[src/rtl/cajero_pkg.sv]
// rtl/cajero_pkg.sv - shared denominations, state encoding and helpers for the bill dispenser
package cajero_pkg;

    localparam int N_DENOM = 4;

    // Cassette order is largest bill first so a greedy plan walks index 0..3.
    localparam int unsigned DEN [N_DENOM] = '{1000, 500, 200, 100};

    typedef enum logic [2:0] {
        ST_IDLE,
        ST_PLAN,
        ST_EJECT,
        ST_WAIT_ACK,
        ST_DONE,
        ST_ERROR
    } disp_state_t;

    // Index of the largest-denomination cassette that still has bills planned.
    function automatic logic [1:0] lowest_set(input logic [N_DENOM-1:0] v);
        lowest_set = 2'd0;
        for (int i = N_DENOM - 1; i >= 0; i--) begin
            if (v[i]) lowest_set = 2'(i);
        end
    endfunction

endpackage

[src/rtl/denom_cassette.sv]
// rtl/denom_cassette.sv - one cassette bill inventory with saturating reload and decrement
module denom_cassette #(
    parameter int CNT_W = 10
) (
    input  logic             clk,
    input  logic             reset,
    input  logic             load_en,
    input  logic [CNT_W-1:0] load_cnt,
    input  logic             dec_en,
    output logic [CNT_W-1:0] inv
);

    logic [CNT_W-1:0] inv_q, inv_d;
    logic [CNT_W:0]   sum;

    // Reload saturates at the counter maximum; decrement never wraps below zero.
    always_comb begin
        inv_d = inv_q;
        sum   = {1'b0, inv_q} + {1'b0, load_cnt};
        if (load_en) begin
            inv_d = sum[CNT_W] ? '1 : sum[CNT_W-1:0];
        end else if (dec_en && (inv_q != '0)) begin
            inv_d = inv_q - CNT_W'(1);
        end
    end

    // Inventory register.
    always_ff @(posedge clk) begin
        if (reset) inv_q <= '0;
        else       inv_q <= inv_d;
    end

    assign inv = inv_q;

endmodule

[src/rtl/cash_dispense_ctrl.sv]
// rtl/cash_dispense_ctrl.sv - plans a greedy bill breakdown and drives the ejection motor bill by bill
module cash_dispense_ctrl
    import cajero_pkg::*;
#(
    parameter int MONTO_W     = 32,
    parameter int CNT_W       = 10,
    parameter int ACK_TIMEOUT = 255
) (
    input  logic               CLK,
    input  logic               Reset,
    input  logic               Entregar_dinero,
    input  logic [MONTO_W-1:0] Monto,
    input  logic               Carga_STB,
    input  logic [1:0]         Carga_cassette,
    input  logic [CNT_W-1:0]   Carga_cant,
    input  logic               Billete_ack,
    output logic               Expulsar,
    output logic [1:0]         Cassette_sel,
    output logic               Ocupado,
    output logic               Dispensado,
    output logic               Error_dispensa,
    output logic [MONTO_W-1:0] Restante
);

    localparam int TMO_W = $clog2(ACK_TIMEOUT + 1);

    disp_state_t                   state_q, state_d;
    logic [1:0]                    d_q, d_d;
    logic [1:0]                    sel_q, sel_d;
    logic [MONTO_W-1:0]            rem_q, rem_d;
    logic [MONTO_W-1:0]            restante_q, restante_d;
    logic [MONTO_W-1:0]            quot;
    logic [N_DENOM-1:0][CNT_W-1:0] n_q, n_d;
    logic [N_DENOM-1:0][CNT_W-1:0] inv;
    logic [CNT_W-1:0]              take;
    logic [TMO_W-1:0]              tmo_q, tmo_d;
    logic [N_DENOM-1:0]            load_en, dec_en, nz;

    for (genvar i = 0; i < N_DENOM; i++) begin : g_cas
        denom_cassette #(.CNT_W(CNT_W)) u_cas (
            .clk      (CLK),
            .reset    (Reset),
            .load_en  (load_en[i]),
            .load_cnt (Carga_cant),
            .dec_en   (dec_en[i]),
            .inv      (inv[i])
        );
    end

    // Next-state logic: plan one denomination per cycle, then hand bills to the motor one at a time.
    always_comb begin
        state_d    = state_q;
        d_d        = d_q;
        sel_d      = sel_q;
        rem_d      = rem_q;
        restante_d = restante_q;
        n_d        = n_q;
        tmo_d      = tmo_q;
        load_en    = '0;
        dec_en     = '0;
        nz         = '0;
        quot       = '0;
        take       = '0;
        case (state_q)
            ST_IDLE: begin
                if (Carga_STB) load_en[Carga_cassette] = 1'b1;
                if (Entregar_dinero) begin
                    rem_d      = Monto;
                    restante_d = Monto;
                    d_d        = 2'd0;
                    n_d        = '0;
                    state_d    = ST_PLAN;
                end
            end
            ST_PLAN: begin
                case (d_q)
                    2'd0:    quot = rem_q / MONTO_W'(DEN[0]);
                    2'd1:    quot = rem_q / MONTO_W'(DEN[1]);
                    2'd2:    quot = rem_q / MONTO_W'(DEN[2]);
                    default: quot = rem_q / MONTO_W'(DEN[3]);
                endcase
                take     = (quot < MONTO_W'(inv[d_q])) ? CNT_W'(quot) : inv[d_q];
                n_d[d_q] = take;
                rem_d    = rem_q - MONTO_W'(take) * MONTO_W'(DEN[d_q]);
                d_d      = d_q + 2'd1;
                if (d_q == 2'd3) begin
                    // The first bill request is issued straight from the last plan step.
                    for (int i = 0; i < N_DENOM; i++) nz[i] = (n_d[i] != '0);
                    if (rem_d != '0) begin
                        state_d = ST_ERROR;
                    end else if (nz != '0) begin
                        sel_d   = lowest_set(nz);
                        tmo_d   = '0;
                        state_d = ST_WAIT_ACK;
                    end else begin
                        state_d = ST_DONE;
                    end
                end
            end
            ST_EJECT: begin
                for (int i = 0; i < N_DENOM; i++) nz[i] = (n_q[i] != '0);
                if (nz != '0) begin
                    sel_d   = lowest_set(nz);
                    tmo_d   = '0;
                    state_d = ST_WAIT_ACK;
                end else begin
                    state_d = ST_DONE;
                end
            end
            ST_WAIT_ACK: begin
                // An ack on the last allowed cycle still counts as a delivered bill.
                if (Billete_ack) begin
                    n_d[sel_q]    = n_q[sel_q] - CNT_W'(1);
                    dec_en[sel_q] = 1'b1;
                    restante_d    = restante_q - MONTO_W'(DEN[sel_q]);
                    state_d       = ST_EJECT;
                end else if (tmo_q == TMO_W'(ACK_TIMEOUT - 1)) begin
                    state_d = ST_ERROR;
                end else begin
                    tmo_d = tmo_q + TMO_W'(1);
                end
            end
            ST_DONE:  state_d = ST_IDLE;
            ST_ERROR: state_d = ST_IDLE;
            default:  state_d = ST_IDLE;
        endcase
    end

    // Controller state registers.
    always_ff @(posedge CLK) begin
        if (Reset) begin
            state_q    <= ST_IDLE;
            d_q        <= '0;
            sel_q      <= '0;
            rem_q      <= '0;
            restante_q <= '0;
            n_q        <= '0;
            tmo_q      <= '0;
        end else begin
            state_q    <= state_d;
            d_q        <= d_d;
            sel_q      <= sel_d;
            rem_q      <= rem_d;
            restante_q <= restante_d;
            n_q        <= n_d;
            tmo_q      <= tmo_d;
        end
    end

    assign Expulsar       = (state_q == ST_WAIT_ACK);
    assign Cassette_sel   = sel_q;
    assign Ocupado        = (state_q != ST_IDLE);
    assign Dispensado     = (state_q == ST_DONE);
    assign Error_dispensa = (state_q == ST_ERROR);
    assign Restante       = restante_q;

endmodule

[config.mk]
export PLATFORM = sky130hd
export DESIGN_NAME = cash_dispense_ctrl
export DESIGN_NICKNAME = d
export VERILOG_FILES = /design/src/rtl/cajero_pkg.sv /design/src/rtl/denom_cassette.sv /design/src/rtl/cash_dispense_ctrl.sv
export SDC_FILE = /design/constraint.sdc
export NUM_CORES = 1
export LEC_CHECK = 0
export BUFFER_PORTS_ARGS = -buffer_cell sky130_fd_sc_hd__buf_4
export CAP_MARGIN = 20
export CORE_UTILIZATION = 50
export DETAILED_ROUTE_END_ITERATION = 6
export HOLD_SLACK_MARGIN = 0.12
export PLACE_DENSITY_LB_ADDON = 0.08
export SYNTH_ARGS = -nofsm -noshare
export SYNTH_HDL_FRONTEND = slang
export SYNTH_SLANG_ARGS = --single-unit
[constraint.sdc]
create_clock -name CLK -period 129.4 [get_ports CLK]
set_input_delay 25.88 -clock CLK [delete_from_list [all_inputs] [get_ports CLK]]
set_output_delay 25.88 -clock CLK [all_outputs]
set_load 0.02 [all_outputs]
== Word-level counts from Yosys, hierarchy flattened ==
Index checks and enable logic that the tools add are counted.

* Bits in registers: 159
* Output and inout port bits: 38
* Input port bits: 49
* Word-level logic and storage cells: 177

* Bitwise logic cells: 2
* Add/sub/neg operators: 13
* Mux-type cells: 76
* Equality and inequality tests: 18
* $lt $le $gt $ge: 9
* $mul: 1
* Reduce and logical (&&, ||, !) cells: 40
* Div/mod/pow operators: 4

{| class="wikitable"
|+ Operator list
! kind !! count
|-
| 2-to-1 mux 32 bit || 7
|-
| 2-to-1 mux 10 bit || 17
|-
| binary-select mux 32 bit (select 2 bit) || 2
|-
| one-hot mux 32 bit (2 select lines) || 2
|-
| one-hot mux 40 bit (3 select lines) || 1
|-
| nonzero test 10 bit || 12
|-
| one-hot mux 32 bit (3 select lines) || 1
|-
| bitwise mux 40 bit || 2
|-
| 2-to-1 mux 40 bit || 2
|-
| subtractor 32 bit || 2
|-
| subtractor 10 x 1 -> 10 bit (second input constant) || 5
|-
| 2-to-1 mux 8 bit || 6
|-
| adder 10 x 10 -> 11 bit || 4
|-
| binary-select mux 10 bit (select 2 bit) || 2
|-
| demux 10 bit (select 2 bit) || 2
|-
| divider 32 x 10 -> 32 bit (second input constant) || 1
|-
| divider 32 x 7 -> 32 bit (second input constant) || 1
|-
| divider 32 x 8 -> 32 bit (second input constant) || 1
|-
| divider 32 x 9 -> 32 bit (second input constant) || 1
|-
| < comparator 32 x 10 -> 1 bit || 1
|-
| multiplier 10 x 32 -> 32 bit || 1
|-
| nonzero test 32 bit || 1
|-
| 2-to-1 mux 2 bit || 13
|-
| one-hot mux 8 bit (3 select lines) || 1
|-
| 30 further kinds || 75
|}

== Logic depth before layout (Yosys ltp) ==
* Depth in word-level cells: 15
* Gate-level depth with buffers: 393
* Depth with buffers taken out: 364

== Cells and area by module ==
A second synthesis with hierarchy kept.

* Cells, all modules: 4518
* Area, all modules: 33538.4 um2

{| class="wikitable"
|+ By module, submodules not included
! module !! cells an instance !! area an instance (um2) !! instances !! sequential area each (um2)
|-
| cash_dispense_ctrl || 4020 || 29389.4 || 1 || 2382.3
|-
| denom_cassette (g_cas[0].u_cas ...) || 127 || 1056.0 || 3 || 200.2
|-
| denom_cassette (g_cas[2].u_cas) || 117 || 980.9 || 1 || 200.2
|}

== Worst setup path before layout ==
No wires, ideal clock.

* Path type: flip-flop to flip-flop
* From: reg d_q[1]
* To: reg tmo_q[0]
* Stages on the path, launching flop included: 370
* Required time: 129.285 ns
* Clock period less this slack: 69.355 ns
* Arrival: 69.240 ns
* Slack: 60.045 ns
* Cells stage by stage: dfxtp_1 > buf_1 > clkbuf_1 > inv_1 > ha_1 > clkbuf_1 > inv_1 > clkbuf_1 > ha_1 > nand4_1 > or4_1 > o311a_4 > o31a_1 > inv_1 > ha_1 > or3_1 > o221a_2 > and2_1 > (+334 left out) > o21ai_0 > a21oi_1 > o21bai_1 > a21oi_1 > o21bai_1 > a21oi_1 > nor2b_1 > a21o_1 > a21o_1 > or3_1 > nand2_1 > nor4b_1 > nand2_1 > a31oi_2 > a31o_1 > or2_1 > buf_2 > nor2_1

* Word-level cells in the longest chain between the ends: 10

{| class="wikitable"
|+ RTL lines
! what !! line !! RTL
|-
| start, declared || cash_dispense_ctrl.sv:28 || <nowiki>logic [1:0] d_q, d_d;</nowiki>
|-
| start signal, assigned || cash_dispense_ctrl.sv:133 || <nowiki>d_q <= '0;</nowiki>
|-
| start signal, assigned || cash_dispense_ctrl.sv:141 || <nowiki>d_q <= d_d;</nowiki>
|-
| == test 2 bit, or another cell as far along || cash_dispense_ctrl.sv:76 || <nowiki>case (d_q)</nowiki>
|-
| one-hot mux 32 bit (3 select lines) || cash_dispense_ctrl.sv:76 ||
|-
| 2-to-1 mux 32 bit || cash_dispense_ctrl.sv:64 || <nowiki>case (state_q)</nowiki>
|-
| < comparator 32 x 10 -> 1 bit || cash_dispense_ctrl.sv:82 || <nowiki>take = (quot < MONTO_W'(inv[d_q])) ? CNT_W'(quot) : inv[d_q];</nowiki>
|-
| 2-to-1 mux 10 bit || cash_dispense_ctrl.sv:82 ||
|-
| multiplier 10 x 32 -> 32 bit / bitwise mux 40 bit (equally long branches) || cash_dispense_ctrl.sv:84, cash_dispense_ctrl.sv:83 ||
|-
| subtractor 32 bit / nonzero test 10 bit (equally long branches) || cash_dispense_ctrl.sv:84, cash_dispense_ctrl.sv:88 ||
|-
| nonzero test 32 bit / nonzero test 4 bit (equally long branches) || cash_dispense_ctrl.sv:89, cash_dispense_ctrl.sv:91 ||
|-
| != test 2 bit (no source line) || -- ||
|-
| AND reduction 7 bit (no source line) * || -- ||
|-
| end signal, assigned || cash_dispense_ctrl.sv:146 || <nowiki>tmo_q <= tmo_d;</nowiki>
|-
| end, declared || cash_dispense_ctrl.sv:36 || <nowiki>logic [TMO_W-1:0] tmo_q, tmo_d;</nowiki>
|}

Every way passes the cells marked *; elsewhere a longest branch is shown, timed or not. The select of a mux whose other input is x is not followed.
A chain may end at the register's enable or synchronous reset.

== Worst setup path in the final report ==
* From: reg d_q[1]
* To: reg tmo_q[7]

The elaborated chain is that of the path after synthesis.

==> flow_metrics.py <==
metrics = {
    "critical_path": {
        "path_common_cell": "a21oi_1",
        "crit_path_start_kind": "flip-flop",
        "rrSetupSlack_ns": 51.34,
        "cp.buffers_inverters": 35,
        "reg2reg_from": "d_q[1]$_SDFFE_PP0P_",
        "cp_max_fo": 25,
        "cpMaxStageDelayCell": "nor3b_1",
        "cp.depth": 339,
        "reg2reg_depth": 339,
        "critPathRequiredTime_ns": 129.73,
        "worstSetupPathType": "reg -> reg",
        "max_stage_delay_ns": 0.88,
        "end_kind": "flip-flop",
        "crit_end": "tmo_q[7]$_SDFFE_PP0P_",
        "crit_family": "compound AO/OA/AOI/OAI gates",
        "crit_start": "d_q[1]$_SDFFE_PP0P_",
        "r2r-end": "tmo_q[7]$_SDFFE_PP0P_",
        "cp_data_arrival_time_ns": 78.39,
    },
    "die": {
        "pin_count": 87,
        "die_h_microns": 254,
        "core_area_sq_um": 63000,
        "die-area_sq_um": 64700,
        "start_util_pct": 50.6,
        "core.rowCount": 92,
        "die_w_microns": 254,
    },
    "synthesis": {
        "synthesis.nets": 4866,
        "synth_xor_area_share_pct": 7.28,
        "synth.distinct_cells": 144,
        "synth_edf_count": 0,
        "synthMuxAreaShare_pct": 4.57,
        "ys_seq_area_share_pct": 9.99,
        "ys_ff_latch": 159,
        "syn_area_sq_um": 31800,
        "synth_top_area_share_pct": 12.3,
        "yosysWarnings": 0,
        "synth_top_family_by_area": "compound AO/OA/AOI/OAI gates",
        "synth_fa_ha_area_share_pct": 16.6,
        "postSynthAreaPerCell_sq_um": 7.18,
        "postSynth.asyncResetShare_pct": 0,
        "synthSimpleGateAreaFrac_pct": 27.5,
        "yosys-top-cells-area": "ha_1, dfxtp_1, nor2_1",
        "synth-compound-area-share_pct": 28.5,
        "syn_inst": 4435,
        "yosysTopAreaCell": "ha_1",
        "synth_top_flop_cell": "dfxtp_1",
    },
    "sta": {
        "fin_ws_ns": 51.34,
        "holdWs_ns": 0.464,
        "rsz0062_at_grt": "no",
        "skew_ns": 0.0159,
        "finalSetupViolations": 0,
        "max_slew_margin_pct": 27.7,
        "max_freq_mhz": 12.8,
        "finalSetupTns_ns": 0,
        "tightest_slew_ns": 1.07,
        "hold_viol": 0,
        "fin_crit_ns": 78.06,
        "slew_viol_final": 0,
        "period_share_pct": 60.3,
    },
    "route": {
        "vias": 33500,
        "drtIter0Drc": 3023,
        "post_drt_wl_per_cell_microns": 20.0,
        "drc": 0,
        "drt-total-wl_microns": 105000,
        "avgViaCountPerCell": 6.37,
        "first_pass_iters": 7,
        "ant_nets": 0,
    },
    "grt": {
        "antenna_found_initial": 0,
        "grt_pass1_vias": 30800,
        "grt_max_degree": 94,
        "grt_overflow_total": 0,
        "grt_pass1_wl_microns": 167000,
        "grt.total_usage_pct": 31.9,
    },
    "layout": {
        "antenna_cells": 0,
        "finalNetCount": 4833,
        "syn2layout_area_growth_pct": 5.94,
        "layout-drive-gt1-share_pct": 8.77,
    },
    "worst_hold_path": {
        "hold_path_class": "reg -> reg",
    },
    "clocking": {
        "htreeDepth": 4,
        "cts_buffer_depth": 2,
        "cts-resized-gates": 0,
        "clk-insertion-delay-late_ns": 0.46,
        "cts-root-buf": "clkbuf_16",
        "path_clk_slew_ns": 0.07,
        "postCtsHoldBufs": 0,
        "cts.sinks": 159,
        "cts_buffers": 17,
        "cts_tree": "yes",
        "post-cts-setup-buffers": 0,
    },
    "run": {
        "drv_cap": 0,
    },
    "placed_design": {
        "hpwl_microns": 82200,
        "gp_congestion": 0.949,
        "port_buffers": 86,
        "post-place-ws_ns": 52.55,
    },
    "run_status": {
        "outcome": "complete, no violations",
    },
}
-- cells by family after synthesis --
group                    Yosys count
flip-flops                       159
multiplexers                     118
AND/OR/NAND/NOR                 1734
XOR/XNOR                         264
buffers and inverters            450
adder cells (fa/ha/maj)          383
AO/OA/AOI/OAI                   1327
-- metrics by stage --
step	util [%]	std cells	instance area (sq um)
global placement	52.6	5229	33100
CTS	53.6	5261	33700
finish	53.6	5261	33700
detailed placement	52.6	5229	33100
floorplan	-	4435	31800
global route	53.6	5261	33700
-- cells in the mapped netlist, types with 13 or more instances --
| cell type | number |
|---|---|
| a211o_1 | 13 |
| a211oi_1 | 29 |
| a21o_1 | 69 |
| a21oi_1 | 354 |
| a221oi_1 | 24 |
| a222oi_1 | 36 |
| a22oi_1 | 50 |
| a31oi_1 | 54 |
| and2_1 | 57 |
| and3_1 | 46 |
| and4_1 | 16 |
| buf_2 | 23 |
| clkbuf_1 | 144 |
| dfxtp_1 | 159 |
| fa_1 | 68 |
| ha_1 | 314 |
| inv_1 | 260 |
| mux2_2 | 29 |
| mux2i_1 | 67 |
| mux4_2 | 18 |
| nand2_1 | 338 |
| nand2b_1 | 50 |
| nand3_1 | 94 |
| nand3b_1 | 13 |
| nand4_1 | 48 |
| nor2_1 | 576 |
| nor2b_1 | 36 |
| nor3_1 | 160 |
| nor4_1 | 61 |
| o211ai_1 | 39 |
| o21a_1 | 81 |
| o21ai_0 | 218 |
| o21ai_1 | 40 |
| o21bai_1 | 32 |
| o22ai_1 | 27 |
| o31a_1 | 18 |
| o31ai_1 | 50 |
| or2_2 | 50 |
| or3_1 | 46 |
| or4_1 | 35 |
| xnor2_1 | 171 |
| xor2_1 | 92 |
-- per-layer routing --
layer	GRT usage [%]	wire length, microns	vias up
met2	49.9	45900	1231
met4	7.87	1990	0
met3	4.13	8130	131
li1	-	-	16300
met5	0	0	-
met1	45.8	49000	15800
-- registers in the layout (all words and copies together) (netlist names) --
signal           cells
Restante            32
tmo_q                8
rem_q               32
state_q              3
g_cas.u_cas.inv     40
d_q                  2
Cassette_sel         2
n_q                 40
-- worst register-to-register path: cells and delay by family, from the launching register on --
kind | cells | cell delay [ns]
AO/OA/AOI/OAI | 139 | 29.59
buffers and inverters | 35 | 4.54
flip-flops | 1 | 0.30
multiplexers | 9 | 3.26
adder cells (fa/ha/maj) | 33 | 11.05
AND/OR/NAND/NOR | 120 | 28.79
XOR/XNOR | 3 | 0.44
-- worst min-delay path by stage --
stage | start | to | slack, ns | depth (start not counted)
global placement | Restante[1]$_SDFFE_PP0P_ | Restante[1]$_SDFFE_PP0P_ | 0.44 | 2
finish | Restante[1]$_SDFFE_PP0P_ | Restante[1]$_SDFFE_PP0P_ | 0.46 | 2
detailed placement | Restante[1]$_SDFFE_PP0P_ | Restante[1]$_SDFFE_PP0P_ | 0.45 | 2
CTS | Restante[0]$_SDFFE_PP0P_ | Restante[0]$_SDFFE_PP0P_ | 0.47 | 2
global route | Restante[0]$_SDFFE_PP0P_ | Restante[0]$_SDFFE_PP0P_ | 0.49 | 2
floorplan | rem_q[2]$_SDFFE_PP0P_ | rem_q[2]$_SDFFE_PP0P_ | 0.47 | 2
-- cell type report --
cell class / instances / area (sq um)
clock buffers: 17 / 425
clock inverters: 15 / 165
fillers: 6273 / 29200
inverters: 271 / 1020
multi-input cells: 3826 / 26900
flip-flops and latches: 159 / 3180
well taps: 846 / 1060
repair buffers: 127 / 953
-- placed cells by master, fill, tap and decap left out, types with 94 or more instances in the layout --
master   Yosys  routed
dfxtp_1    159     159
buf_4        4     127
nand3_1     94      94
inv_1      260     258
nor2_1     576     575
nand2_1    338     338
xnor2_1    171     171
ha_1       314     312
nor3_1     160     159
a21oi_1    354     354
o21ai_0    218     218
Power is left out: the tool's default activity adds up to more than one toggle a clock period on the data nets, which glitch-free logic cannot reach.
